===== config.mk =====
export PLATFORM = sky130hd
export DESIGN_NAME = decode_stage
export DESIGN_NICKNAME = d
export VERILOG_FILES = /design/src/rtl/mips_pkg.sv /design/src/rtl/decode_ctrl.sv /design/src/rtl/decode_stage.sv
export SDC_FILE = /design/constraint.sdc
export NUM_CORES = 1
export LEC_CHECK = 0
export CAP_MARGIN = 20
export CORE_MARGIN = 1.5
export CORE_UTILIZATION = 33
export DETAILED_ROUTE_END_ITERATION = 8
export PLACE_DENSITY = 0.76
export SYNTH_ARGS = -nofsm -noshare
export SYNTH_HDL_FRONTEND = slang
export SYNTH_SLANG_ARGS = --single-unit

===== constraint.sdc =====
create_clock -name clk -period 1.75 [get_ports clk]
set_input_delay 0.175 -clock clk [delete_from_list [all_inputs] [get_ports clk]]
set_output_delay 0.175 -clock clk [all_outputs]
set_load 0.005 [all_outputs]

===== src/rtl/mips_pkg.sv =====
// mips_pkg: shared definitions for the MIPS32 decode stage.
//   - opcode and funct encodings of the supported instruction subset
//   - 4-bit ALU operation codes consumed by EX
//   - immediate-extension modes, destination selects and the control bundle
//   - extend_imm(): builds the 32-bit immediate from instr[15:0]
package mips_pkg;

   localparam int unsigned BusWidth = 32;

   // Opcodes
   localparam logic [5:0] OpRType = 6'h00;
   localparam logic [5:0] OpAddi  = 6'h08;
   localparam logic [5:0] OpAndi  = 6'h0C;
   localparam logic [5:0] OpOri   = 6'h0D;
   localparam logic [5:0] OpSlti  = 6'h0A;
   localparam logic [5:0] OpLui   = 6'h0F;
   localparam logic [5:0] OpLw    = 6'h23;
   localparam logic [5:0] OpSw    = 6'h2B;
   localparam logic [5:0] OpBeq   = 6'h04;

   // R-type funct codes
   localparam logic [5:0] FnAdd = 6'h20;
   localparam logic [5:0] FnSub = 6'h22;
   localparam logic [5:0] FnAnd = 6'h24;
   localparam logic [5:0] FnOr  = 6'h25;
   localparam logic [5:0] FnSlt = 6'h2A;

   typedef enum logic [3:0] {
      AluAdd = 4'd0,
      AluSub = 4'd1,
      AluAnd = 4'd2,
      AluOr  = 4'd3,
      AluSlt = 4'd4,
      AluLui = 4'd5
   } alu_op_e;

   typedef enum logic [1:0] {
      ImmSign,
      ImmZero,
      ImmLui
   } imm_mode_e;

   typedef enum logic [1:0] {
      DestNone,
      DestRt,
      DestRd
   } dest_sel_e;

   typedef struct packed {
      logic alu_src_imm;
      logic reg_write;
      logic mem_read;
      logic mem_write;
      logic branch;
   } ctrl_t;

   function automatic logic [BusWidth-1:0] extend_imm(input logic [15:0] imm,
                                                     input imm_mode_e mode);
      logic [BusWidth-1:0] res;
      unique case (mode)
         ImmZero: res = {16'h0000, imm};
         ImmLui:  res = {imm, 16'h0000};
         default: res = {{16{imm[15]}}, imm};
      endcase
      return res;
   endfunction

endpackage


===== src/rtl/decode_ctrl.sv =====
// decode_ctrl: combinational opcode/funct decoder.
// Ports:
//   opcode_i, funct_i  instruction fields [31:26] and [5:0]
//   legal_o            instruction is in the supported subset
//   alu_op_o           ALU operation for EX
//   ctrl_o             alu_src_imm / reg_write / mem_read / mem_write / branch
//   imm_mode_o         how the 16-bit immediate is extended
//   dest_sel_o         which field names the destination register
//   use_rs_o, use_rt_o source registers actually read (for hazard detection)
module decode_ctrl
   import mips_pkg::*;
(
   input  logic [5:0] opcode_i,
   input  logic [5:0] funct_i,
   output logic       legal_o,
   output alu_op_e    alu_op_o,
   output ctrl_t      ctrl_o,
   output imm_mode_e  imm_mode_o,
   output dest_sel_e  dest_sel_o,
   output logic       use_rs_o,
   output logic       use_rt_o
);

   always_comb begin
      legal_o    = 1'b1;
      alu_op_o   = AluAdd;
      ctrl_o     = '0;
      imm_mode_o = ImmSign;
      dest_sel_o = DestNone;
      use_rs_o   = 1'b1;
      use_rt_o   = 1'b0;

      case (opcode_i)
         OpRType: begin
            use_rt_o         = 1'b1;
            dest_sel_o       = DestRd;
            ctrl_o.reg_write = 1'b1;
            case (funct_i)
               FnAdd:   alu_op_o = AluAdd;
               FnSub:   alu_op_o = AluSub;
               FnAnd:   alu_op_o = AluAnd;
               FnOr:    alu_op_o = AluOr;
               FnSlt:   alu_op_o = AluSlt;
               default: legal_o  = 1'b0;
            endcase
         end
         OpAddi, OpAndi, OpOri, OpSlti, OpLui, OpLw: begin
            dest_sel_o         = DestRt;
            ctrl_o.reg_write   = 1'b1;
            ctrl_o.alu_src_imm = 1'b1;
            case (opcode_i)
               OpAndi:  begin alu_op_o = AluAnd; imm_mode_o = ImmZero; end
               OpOri:   begin alu_op_o = AluOr;  imm_mode_o = ImmZero; end
               OpSlti:  alu_op_o = AluSlt;
               OpLui:   begin alu_op_o = AluLui; imm_mode_o = ImmLui; use_rs_o = 1'b0; end
               OpLw:    ctrl_o.mem_read = 1'b1;
               default: alu_op_o = AluAdd;
            endcase
         end
         OpSw: begin
            use_rt_o           = 1'b1;
            ctrl_o.alu_src_imm = 1'b1;
            ctrl_o.mem_write   = 1'b1;
         end
         OpBeq: begin
            // Offset stays in words; EX applies the shift.
            use_rt_o      = 1'b1;
            alu_op_o      = AluSub;
            ctrl_o.branch = 1'b1;
         end
         default: legal_o = 1'b0;
      endcase

      // Illegal encodings become bubbles and must never trigger a stall.
      if (!legal_o) begin
         alu_op_o = AluAdd;
         ctrl_o   = '0;
         use_rs_o = 1'b0;
         use_rt_o = 1'b0;
      end
   end

endmodule


===== src/rtl/decode_stage.sv =====
// decode_stage: MIPS32 ID stage feeding the ID/EX pipeline register.
// Ports:
//   clk, rst                 clock, synchronous active-high reset
//   ifValid/ifInstr/ifPc     instruction from IF; ifReady = accepted this cycle
//   flush                    taken branch downstream, discard current decode
//   dirA/dirB, outA/outB     combinational register file read port
//   wbEnWrite/wbDir/wbData   WB write, bypassed into the operands
//   ex*                      ID/EX register contents
module decode_stage
   import mips_pkg::*;
#(
   parameter int unsigned BUS_SIZE          = 32,
   parameter int unsigned DIR_SIZE_INTERNAL = 5
) (
   input  logic                         clk,
   input  logic                         rst,
   input  logic                         ifValid,
   input  logic [BUS_SIZE-1:0]          ifInstr,
   input  logic [BUS_SIZE-1:0]          ifPc,
   output logic                         ifReady,
   input  logic                         flush,
   output logic [DIR_SIZE_INTERNAL-1:0] dirA,
   output logic [DIR_SIZE_INTERNAL-1:0] dirB,
   input  logic [BUS_SIZE-1:0]          outA,
   input  logic [BUS_SIZE-1:0]          outB,
   input  logic                         wbEnWrite,
   input  logic [DIR_SIZE_INTERNAL-1:0] wbDir,
   input  logic [BUS_SIZE-1:0]          wbData,
   output logic                         exValid,
   output logic [BUS_SIZE-1:0]          exOpA,
   output logic [BUS_SIZE-1:0]          exOpB,
   output logic [BUS_SIZE-1:0]          exImm,
   output logic [DIR_SIZE_INTERNAL-1:0] exDirDest,
   output logic [3:0]                   exAluOp,
   output logic                         exAluSrcImm,
   output logic                         exRegWrite,
   output logic                         exMemRead,
   output logic                         exMemWrite,
   output logic                         exBranch,
   output logic [BUS_SIZE-1:0]          exPc
);

   logic                         legal;
   alu_op_e                      alu_op;
   ctrl_t                        ctrl;
   imm_mode_e                    imm_mode;
   dest_sel_e                    dest_sel;
   logic                         use_rs, use_rt;
   logic [DIR_SIZE_INTERNAL-1:0] rd, dest;
   logic [BUS_SIZE-1:0]          op_a, op_b;
   logic                         hazard, load;
   logic [4:0]                   unused_shamt;

   logic                         valid_q;
   ctrl_t                        ctrl_q, ctrl_d;
   logic [3:0]                   alu_op_q;
   logic [BUS_SIZE-1:0]          op_a_q, op_b_q, imm_q, pc_q;
   logic [DIR_SIZE_INTERNAL-1:0] dest_q;

   assign dirA         = ifInstr[25:21];
   assign dirB         = ifInstr[20:16];
   assign rd           = ifInstr[15:11];
   assign unused_shamt = ifInstr[10:6];

   decode_ctrl u_decode_ctrl (
      .opcode_i   (ifInstr[31:26]),
      .funct_i    (ifInstr[5:0]),
      .legal_o    (legal),
      .alu_op_o   (alu_op),
      .ctrl_o     (ctrl),
      .imm_mode_o (imm_mode),
      .dest_sel_o (dest_sel),
      .use_rs_o   (use_rs),
      .use_rt_o   (use_rt)
   );

   // r0 reads as zero; a same-cycle WB write wins over the stale file value.
   always_comb begin
      op_a = outA;
      if (dirA == '0) op_a = '0;
      else if (wbEnWrite && wbDir == dirA) op_a = wbData;
      op_b = outB;
      if (dirB == '0) op_b = '0;
      else if (wbEnWrite && wbDir == dirB) op_b = wbData;
   end

   always_comb begin
      dest = '0;
      unique case (dest_sel)
         DestRt:  dest = dirB;
         DestRd:  dest = rd;
         default: dest = '0;
      endcase
   end

   // A load in EX whose result is read here cannot be bypassed yet.
   assign hazard = valid_q && ctrl_q.mem_read && dest_q != '0 && ifValid &&
                   ((use_rs && dirA == dest_q) || (use_rt && dirB == dest_q));

   assign ifReady = !rst && (flush || !hazard);
   assign load    = !flush && !hazard && ifValid && legal;

   always_comb begin
      ctrl_d = '0;
      if (load) begin
         ctrl_d           = ctrl;
         ctrl_d.reg_write = ctrl.reg_write && (dest != '0);
      end
   end

   always_ff @(posedge clk) begin
      if (rst) begin
         valid_q  <= 1'b0;
         ctrl_q   <= '0;
         alu_op_q <= '0;
         op_a_q   <= '0;
         op_b_q   <= '0;
         imm_q    <= '0;
         dest_q   <= '0;
         pc_q     <= '0;
      end else begin
         valid_q  <= load;
         ctrl_q   <= ctrl_d;
         alu_op_q <= load ? alu_op : AluAdd;
         // Data fields are don't-care in a bubble, so they load unconditionally.
         op_a_q   <= op_a;
         op_b_q   <= op_b;
         imm_q    <= extend_imm(ifInstr[15:0], imm_mode);
         dest_q   <= dest;
         pc_q     <= ifPc;
      end
   end

   assign exValid     = valid_q;
   assign exOpA       = op_a_q;
   assign exOpB       = op_b_q;
   assign exImm       = imm_q;
   assign exDirDest   = dest_q;
   assign exAluOp     = alu_op_q;
   assign exAluSrcImm = ctrl_q.alu_src_imm;
   assign exRegWrite  = ctrl_q.reg_write;
   assign exMemRead   = ctrl_q.mem_read;
   assign exMemWrite  = ctrl_q.mem_write;
   assign exBranch    = ctrl_q.branch;
   assign exPc        = pc_q;

endmodule

After elaboration in Yosys (flattened, before gate mapping). Cells that the tools add are included.

Eq/ne operators: 21. Bitwise logic cells: 3. Reduce and logical (&&, ||, !) cells: 35. Multiplexer cells: 24.

Operators by type and width (count): $mux W32 (2); $pmux W32 S2 (1); $eq A6 B6 Y1 const B (7); $eq A6 B4 Y1 const B (5); $pmux W3 S4 (2); $eq A5 B5 Y1 (4); $reduce_or A7 Y1 (2); $logic_and A1 B1 Y1 (13); $mux W1 (12); $pmux W4 S3 (1); $logic_not A5 Y1 (2); $pmux W5 S2 (1); $reduce_bool A5 Y1 (2); $pmux W2 S2 (2); $reduce_or A2 Y1 (4); $reduce_or A8 Y1 (1); $eq A6 B3 Y1 const B (1); $logic_not A6 Y1 (1); $reduce_or A3 Y1 (2); $reduce_or A6 Y1 (1); $reduce_or A5 Y1 (1); $eq A2 B1 Y1 const B (2); $eq A2 B2 Y1 const B (2); $mux W4 (1); other kinds (6) (11).

Bits of input ports: 170. Word-level logic and storage cells: 95. Register bits: 143.

Logic depth before layout (Yosys ltp). Gate-level depths: netlist of run 1.

Depth after elaboration: 14. Mapped depth: 9. Depth with buffers taken out: 8.

Hierarchy. Synthesis of run 1 repeated with hierarchy kept, for this count alone.

Cells, all modules: 624. Area total of the unflattened synthesis: 5735.5 µm².

By module, submodules not included: decode_stage (cells each 558, area each 5317.6 µm², times used 1); decode_ctrl (cells each 66, area each 417.9 µm², times used 1).

Worst setup path after synthesis of run 1. Ideal clock, no wire load.

Kind: register to register. Start point: register dest_q[1], in the netlist exDirDest[1]. End point: register alu_op_q[2], in the netlist exAluOp[2]. Slack: -32 ps. Period minus slack after synthesis: 1782 ps. Buffers on the path: 0. Required time: 1663 ps. Cell stages (with the launch flop): 6. Arrival time: 1694 ps. Cells stage by stage: dfxtp_1 or4_1 o2111ai_2 nor4b_1 or2_4 nor4_4.

Cells in the longest elaborated chain, start to end: 10.

RTL lines: start: declaration (line decode_stage.sv:58) `logic [DIR_SIZE_INTERNAL-1:0] dest_q;`; start signal: assignment (line decode_stage.sv:129) `dest_q <= dest;`; $eq A5 B5 Y1 or $reduce_bool A5 Y1 (tied branches) (line decode_stage.sv:98, decode_stage.sv:97); $logic_and A1 B1 Y1, on equally long branches (line decode_stage.sv:98, decode_stage.sv:97); $logic_or A1 B1 Y1 or $logic_and A1 B1 Y1 (tied branches) (line decode_stage.sv:98, decode_stage.sv:97); $logic_and A1 B1 Y1 (*) (line decode_stage.sv:97) `assign hazard = valid_q && ctrl_q.mem_read && dest_q != '0 && ifValid &&`; $logic_not A1 Y1 (*) (line decode_stage.sv:101) `assign load = !flush && !hazard && ifValid && legal;`; $logic_and A1 B1 Y1 (*) (3 in a row) (line decode_stage.sv:101); $not A1 Y1 (no line) (*); $reduce_or A3 Y1 (no line) (*); end signal: assignment (line decode_stage.sv:124) `alu_op_q <= load ? alu_op : AluAdd;`; end: declaration (line decode_stage.sv:56) `logic [3:0] alu_op_q;`.

Mark *: on every way between the ends. The rest lies on a longest branch, timed or not. A chain may end at the register's enable or synchronous reset.

Worst setup path after layout of run 1.
Start point: register dest_q[1], in the netlist exDirDest[1]. End point: output port ifReady.

Cells in the longest elaborated chain, start to end: 7.

RTL lines: $eq A5 B5 Y1 or $reduce_bool A5 Y1 (tied branches) (line decode_stage.sv:98, decode_stage.sv:97); $logic_and A1 B1 Y1, on equally long branches (line decode_stage.sv:98, decode_stage.sv:97); $logic_or A1 B1 Y1 or $logic_and A1 B1 Y1 (tied branches) (line decode_stage.sv:98, decode_stage.sv:97); $logic_and A1 B1 Y1 (*) (line decode_stage.sv:97); $logic_not A1 Y1 (*) (line decode_stage.sv:100) `assign ifReady = !rst && (flush || !hazard);`; $logic_or A1 B1 Y1 (*) (line decode_stage.sv:100); $logic_and A1 B1 Y1 (*) (line decode_stage.sv:100); end: declaration (line decode_stage.sv:20) `output logic ifReady,`.

Marks and branches as above.

==> results.cfg, run 1 <==
[clock_tree]
cts_buffers = 17
clk_path_buf_depth = 2
cts_tree = yes
clk_pin_slew_ps = 60
numClockSinks = 142
clock_latency_ps = 420
ctsHtreeMaxLevel = 4
cts-root-buf = clkbuf_16

[yosys]
synth-seq-cells = 142
synth_seq_area_share_pct = 55.0
synth_warnings = 0
yosysUniqueCellTypes = 45
synthFlopType = dfxtp_1
syn_area_um2 = 5170
syn_inst = 502
synthesis.nets = 674
ys_async_sr_fraction_pct = 0
synth_edf_count = 0
avgSynthCellArea_um2 = 10.3

[placed_design]
dp_hpwl_um = 13600
place.gp.congestion = 0.855
dp_slack_ps = -649
io_buffers = 322

[die]
die_area_um2 = 16400
fp.coreArea_um2 = 15300
io_pins = 324
initial_core_util_pct = 33.9
fp.dieW_um = 128
die_h_um = 128
row_count = 45

[power]
irDropWorstVdd_mv = 0.621
leakage_uw = 0.00379
powerDensity_nw_per_um2 = 828

[timing]
layout_worst_path_cycle_share_pct = 129
setup-violations-final = 11
setup_tns_ps = -1900
skew_ps = 11.4
worst_slack_ps = -509
rsz0062_at_grt = true
fmax_ghz = 0.443
finalMaxSlewViolations = 0
fin_hold_ws_ps = 186
fin_crit_ps = 2260
hold_viol_final = 0

[critical_path]
crit_path_max_fanout = 2
path_class = reg -> out
regToRegSetupSlack_ps = -210
cp_slowest_stage_delay_ps = 540
cp.required_ps = 1570
cp-end-kind = output port
worstPathCellList = or4_4 -> o2111ai_4 -> nor4_2 -> or2_4 -> a21oi_2 -> buf_2
cp.arrival_ps = 2080
cp_slowest_cell = or4_4
startpoint_type = register

[global_routing]
grt_max_degree = 38
gr-total-overflow = 0
antenna_found_initial = 0
grt_use_total_pct = 20.7
grt_pass1_wl_um = 25600
first_global_vias = 4809

[routing]
drtIter0Drc = 190
wl_per_cell_um = 16.0
wl_um = 17700
num_vias = 4924
ant_nets = 0
drc = 0
drt_first_pass_iters = 4
vias_per_cell = 4.46

[outcome]
violations = setup timing
outcome = complete, but fails checks

[final_layout]
fin_nets = 1051
drive_above_1_share_pct = 14.1
area_delta_synth_final_pct = 88.2
nFillCells = 1228

[run]
max-cap-violations = 0

[worst_hold_path]
hold_path.class = in -> reg
[power by group]
group,internal [uW],leakage [uW],switching (uW)
registers,3400,0.00118,44.3
clock network,1890,0.000262,1450
logic,847,0.00235,432
total,6140,0.00379,1920
[worst max-delay path, delay by kind of cell (launching register included)]
kind	cells	cell delay, ps
AND/OR/NAND/NOR	3	900
AO/OA/AOI/OAI	2	340
buffers and inverters	1	130
flip-flops	1	310
[Yosys cell counts (2+ instances only)]
cell type | count | share of area (%)
nand4_1 | 3 | 0.36
a22oi_1 | 5 | 0.73
xor2_1 | 9 | 1.5
o21bai_1 | 2 | 0.29
a21oi_1 | 4 | 0.39
buf_2 | 11 | 1.1
nor3_1 | 9 | 0.87
nor2_1 | 78 | 5.7
nand3_1 | 4 | 0.39
xnor2_1 | 12 | 2.0
nor4_4 | 2 | 0.82
nor4_1 | 4 | 0.48
nor4b_1 | 2 | 0.34
clkbuf_1 | 13 | 0.94
nand2_1 | 24 | 1.7
or4_1 | 4 | 0.58
nor2b_1 | 36 | 4.4
ha_1 | 2 | 0.48
nor4_2 | 2 | 0.48
inv_1 | 5 | 0.36
o21ai_0 | 9 | 0.87
mux2i_1 | 64 | 12
and3_1 | 6 | 0.73
a31oi_1 | 2 | 0.24
buf_4 | 12 | 1.7
nand2b_1 | 7 | 0.85
and2_1 | 12 | 1.5
dfxtp_1 | 142 | 55
[cells by family (layout without fill, tap and decap cells)]
logic type	after synthesis	count (layout)	synth area share, %
AOI/OAI and AO/OA	31	31	4.21
other	1	2	0.0725
xor gates and xnor gates	21	21	3.56
adders and majority gates	2	2	0.484
muxes	64	64	12.4
and+or+nand+nor	200	200	20.2
DFF	142	142	55.0
buffers and inverters	41	431	4.11
[layer usage]
layer	global-route usage [%]	share of wire (%)	vias up
met5	0	0	-
met4	8.20	1.8	0
met3	8.39	8.7	26
met2	37.0	52	212
met1	21.7	38	2251
li1	-	-	2435
[metrics by stage]
step	area (um2)	utilization, %	cells	total power [uW]
2_1_floorplan	5170	-	502	3850
3_3_place_gp	9030	59.2	1067	4770
3_5_place_dp	9030	59.2	1067	4790
4_1_cts	9620	63.0	1099	8130
5_1_grt	9730	63.8	1103	8400
6_report	9740	63.8	1104	8060
[placed cells by master, fill, tap and decap left out, drive strengths merged, types with 3 or more instances in the layout]
cell           netlist  routed
nor2b               36      36
nand2               24      24
nand3                4       4
a21oi                4       4
nand4                3       3
dfxtp              142     142
clkinvlp             0       3
o21ai                9       9
xor2                 9       9
and2                12      12
a22oi                5       5
nor3                 9       9
clkbuf              13      22
and3                 6       6
or4                  4       4
inv                  5      11
buf                 23      72
clkinv               0       3
nor4                 8       8
clkdlybuf4s50        0     315
mux2i               64      64
dlymetal6s2s         0       4
nand2b               7       7
xnor2               12      12
nor2                79      79
[path summary, 6_finish.rpt]
kind / startpoint / end / cells past startpoint
min reg2reg: exValid / exValid / 4
min: rst / exDirDest[0] / 2
max: exDirDest[1] / ifReady / 6
max reg2reg: exDirDest[1] / exAluOp[0] / 6
[area by class of cell]
class                   count  area (um2)  area share [%]
diodes                      1        2.50          0.0257
inverters                   5        18.8           0.193
clock buffers              20         447            4.59
clock inverters            12         103            1.05
multi-input cells         319        2200            22.6
flip-flops and latches    142        2840            29.2
repair buffers            394        3860            39.6
well taps                 211         264            2.71
[registers in the layout (all words and copies together) (netlist names)]
register	cells
exOpB	32
exPc	32
exAluOp	3
exDirDest	5
exValid	1
exRegWrite	1
exImm	32
exMemRead	1
exMemWrite	1
exAluSrcImm	1
exBranch	1
exOpA	32
[timing repair]
action / CTS / global route
pin swaps: 2 / 5
gates cloned: 0 / 3
hold endpoints to repair: 0 / 0
setup endpoints to repair: 14 / 65
gates resized for setup: 12 / 14
setup buffers: 0 / 1
hold buffers: 0 / 0
No activity file was read; power rests on OpenSTA's default activity.
==> run 2: changes to the inputs <==
--- a/config.mk
+++ b/config.mk
@@ -5,11 +5,12 @@
 export SDC_FILE = /design/constraint.sdc
 export NUM_CORES = 1
 export LEC_CHECK = 0
-export CAP_MARGIN = 20
+export CAP_MARGIN = 40
 export CORE_MARGIN = 1.5
-export CORE_UTILIZATION = 33
+export CORE_UTILIZATION = 35
 export DETAILED_ROUTE_END_ITERATION = 8
-export PLACE_DENSITY = 0.76
+export PLACE_DENSITY = 0.77
 export SYNTH_ARGS = -nofsm -noshare
 export SYNTH_HDL_FRONTEND = slang
+export SYNTH_HIERARCHICAL = 1
 export SYNTH_SLANG_ARGS = --single-unit
==> results.cfg, run 2 <==
[die]
io_pins = 324
fp.dieW_um = 131
die_h_um = 131
die_area_um2 = 17200
initial_core_util_pct = 36.0
row_count = 46
fp.coreArea_um2 = 15900

[clock_tree]
cts_tree = yes
cts_hold_buf = 0
cts-root-buf = clkbuf_16
cts_buffers = 17
clock_latency_ps = 410
clk_pin_slew_ps = 60
ctsHtreeMaxLevel = 4
clk_path_buf_depth = 2
numClockSinks = 143

[power]
combPwrFrac_pct = 17.7
irDropWorstVdd_mv = 0.697
clkPwrFrac_pct = 41.6
powerDensity_nw_per_um2 = 828
switchingPower_uw = 2060
sw_frac_of_total_pct = 24.1
power.internal_uw = 6480
pwr-share-seq_pct = 40.7
leakage_uw = 0.00382

[yosys]
synthesis.nets = 798
synth_edf_count = 0
ys_top_cells_by_area = dfxtp_1, a21oi_1, o21ai_0, nand3_1, nor2b_1
synthTopCellsByCount = dfxtp_1, a21oi_1, o21ai_0
syn_inst = 624
yosys.area.top_type = dfxtp_1
ys_async_sr_fraction_pct = 0
avgSynthCellArea_um2 = 9.19
synth-seq-cells = 143
synthDominantCellAreaShare_pct = 49.9
synthFlopType = dfxtp_1
synth_warnings = 6
yosysUniqueCellTypes = 52
synthMostInstantiatedCell = dfxtp_1
syn_area_um2 = 5740
synth_seq_area_share_pct = 49.9

[routing]
drc = 0
top_layer_used = met4
num_vias = 6010
met3WireLength_um = 2020
ant_nets = 0
drt_first_pass_iters = 5
wl_met1_um = 8400
wl_um = 21700
drtIter0Drc = 219
route.met2.wl_um = 10800
vias_per_cell = 4.93
wl_per_cell_um = 17.8

[global_routing]
gr-total-overflow = 0
grt_use_total_pct = 24.6
first_global_vias = 5903
grt_pass1_wl_um = 31400
grt_max_degree = 43
antenna_found_initial = 0

[timing]
worst_slack_ps = -177
finalMaxSlewViolations = 0
skew_ps = 3.41
rsz0062_at_grt = true
hold_viol_final = 0
setup_tns_ps = -177
layout_worst_path_cycle_share_pct = 110
fmax_ghz = 0.519
setup-violations-final = 1
fin_crit_ps = 1930

[final_layout]
layout_common_cells = clkdlybuf4s50_1, dfxtp_1, a21oi_1
layout_commonest_cell = clkdlybuf4s50_1
area_delta_synth_final_pct = 79.7
drive_above_1_share_pct = 17.3
num_antenna_cells = 0
stdcell_area_um2 = 10300
fin_nets = 1164
nFillCells = 1302

[critical_path]
cp-end-kind = output port
crit_path_max_fanout = 2
r2r_end = exAluOp[0]
regToRegSetupSlack_ps = 270
startpoint_type = register
cp.required_ps = 1570
cp.arrival_ps = 1750
path_class = reg -> out
startpoint = exDirDest[2]
r2r_start = exDirDest[2]
rr_worst_depth = 4

[outcome]
outcome = complete, but fails checks
violations = setup timing

[worst_hold_path]
worstHoldPathCells = 2
hold_end = exImm[4]
min_from = ifInstr[4]
hold_path.class = in -> reg

[placed_design]
io_buffers = 323
place.gp.congestion = 0.854
post_dp_cell_area_um2 = 9630
dp_hpwl_um = 16500

[run]
max-cap-violations = 0
## run 2: through the flow
| stage | std cells | hold slack, ps | power (uW) | util [%] | worst slack, ps |
|---|---|---|---|---|---|
| after detailed placement | 1182 | 651 | 5040 | 60.4 | -850 |
| after global placement | 1182 | 620 | 5030 | 60.4 | -825 |
| after CTS | 1218 | 119 | 8620 | 64.7 | -239 |
| after global routing | 1218 | 147 | 8870 | 64.6 | -211 |
| after floorplan | 624 | 297 | 4010 | - | 4.57 |
| final | 1218 | 135 | 8540 | 64.6 | -177 |
## run 2: critical path, cell delays in order (launching register included)
cell and delay [ps]:
dfxtp_1 310, or3_1 360, o311a_1 380, a41oi_2 150, buf_2 140
## run 2: per-layer routing
| layer | track usage, % | up-vias |
|---|---|---|
| met1 | 27.9 | 2804 |
| met2 | 42.2 | 289 |
| met3 | 8.59 | 40 |
| li1 | - | 2877 |
| met5 | 0 | - |
| met4 | 10.2 | 0 |
## run 2: what timing repair did
item,in CTS,in global routing
pin swaps,8,7
buffers inserted,6,0
gates resized for setup,55,5
setup endpoints to repair,46,18
## run 2: area by class of cell
type,count,area [um2],area share [%]
tap,216,270,2.62
clock inverter,13,140,1.36
clock buffer,18,439,4.26
sequential,143,2860,27.8
multi-input combinational,411,2560,24.9
timing repair buffer,409,4000,38.8
inverter,8,30.0,0.291
## run 2: worst max path at each step
stage / to / slack (ps) / cells after the start
floorplan: exAluOp[0] / 5 / 9
global route: ifReady / -210 / 4
CTS: ifReady / -240 / 4
global placement: ifReady / -820 / 9
finish: ifReady / -180 / 4
detailed placement: ifReady / -850 / 10
## run 2: power groups by stage
stage	sequential, uW	combinational (uW)	clock (uW)
after global routing	3490	1620	3760
after floorplan	3570	445	0
after global placement	3550	1480	0
after CTS	3480	1510	3630
after detailed placement	3550	1490	0
final	3480	1510	3550
## run 2: logic make-up after synthesis
kind of cell,share of synthesized area [%]
and+or+nand+nor,20.0
AOI/OAI and AO/OA,18.2
DFF,49.9
buffers and inverters,7.55
xor gates and xnor gates,3.21
adders and majority gates,0.873
other,0.0654
muxes,0.196
==> run 3: changes to the inputs <==
--- a/config.mk
+++ b/config.mk
@@ -10,6 +10,7 @@
 export CORE_UTILIZATION = 35
 export DETAILED_ROUTE_END_ITERATION = 8
 export PLACE_DENSITY = 0.77
+export SKIP_LAST_GASP = 1
 export SYNTH_ARGS = -nofsm -noshare
 export SYNTH_HDL_FRONTEND = slang
 export SYNTH_HIERARCHICAL = 1
==> results of run 3 <==
Same layout as run 2: the final DEF is identical, and so are final timing and power.
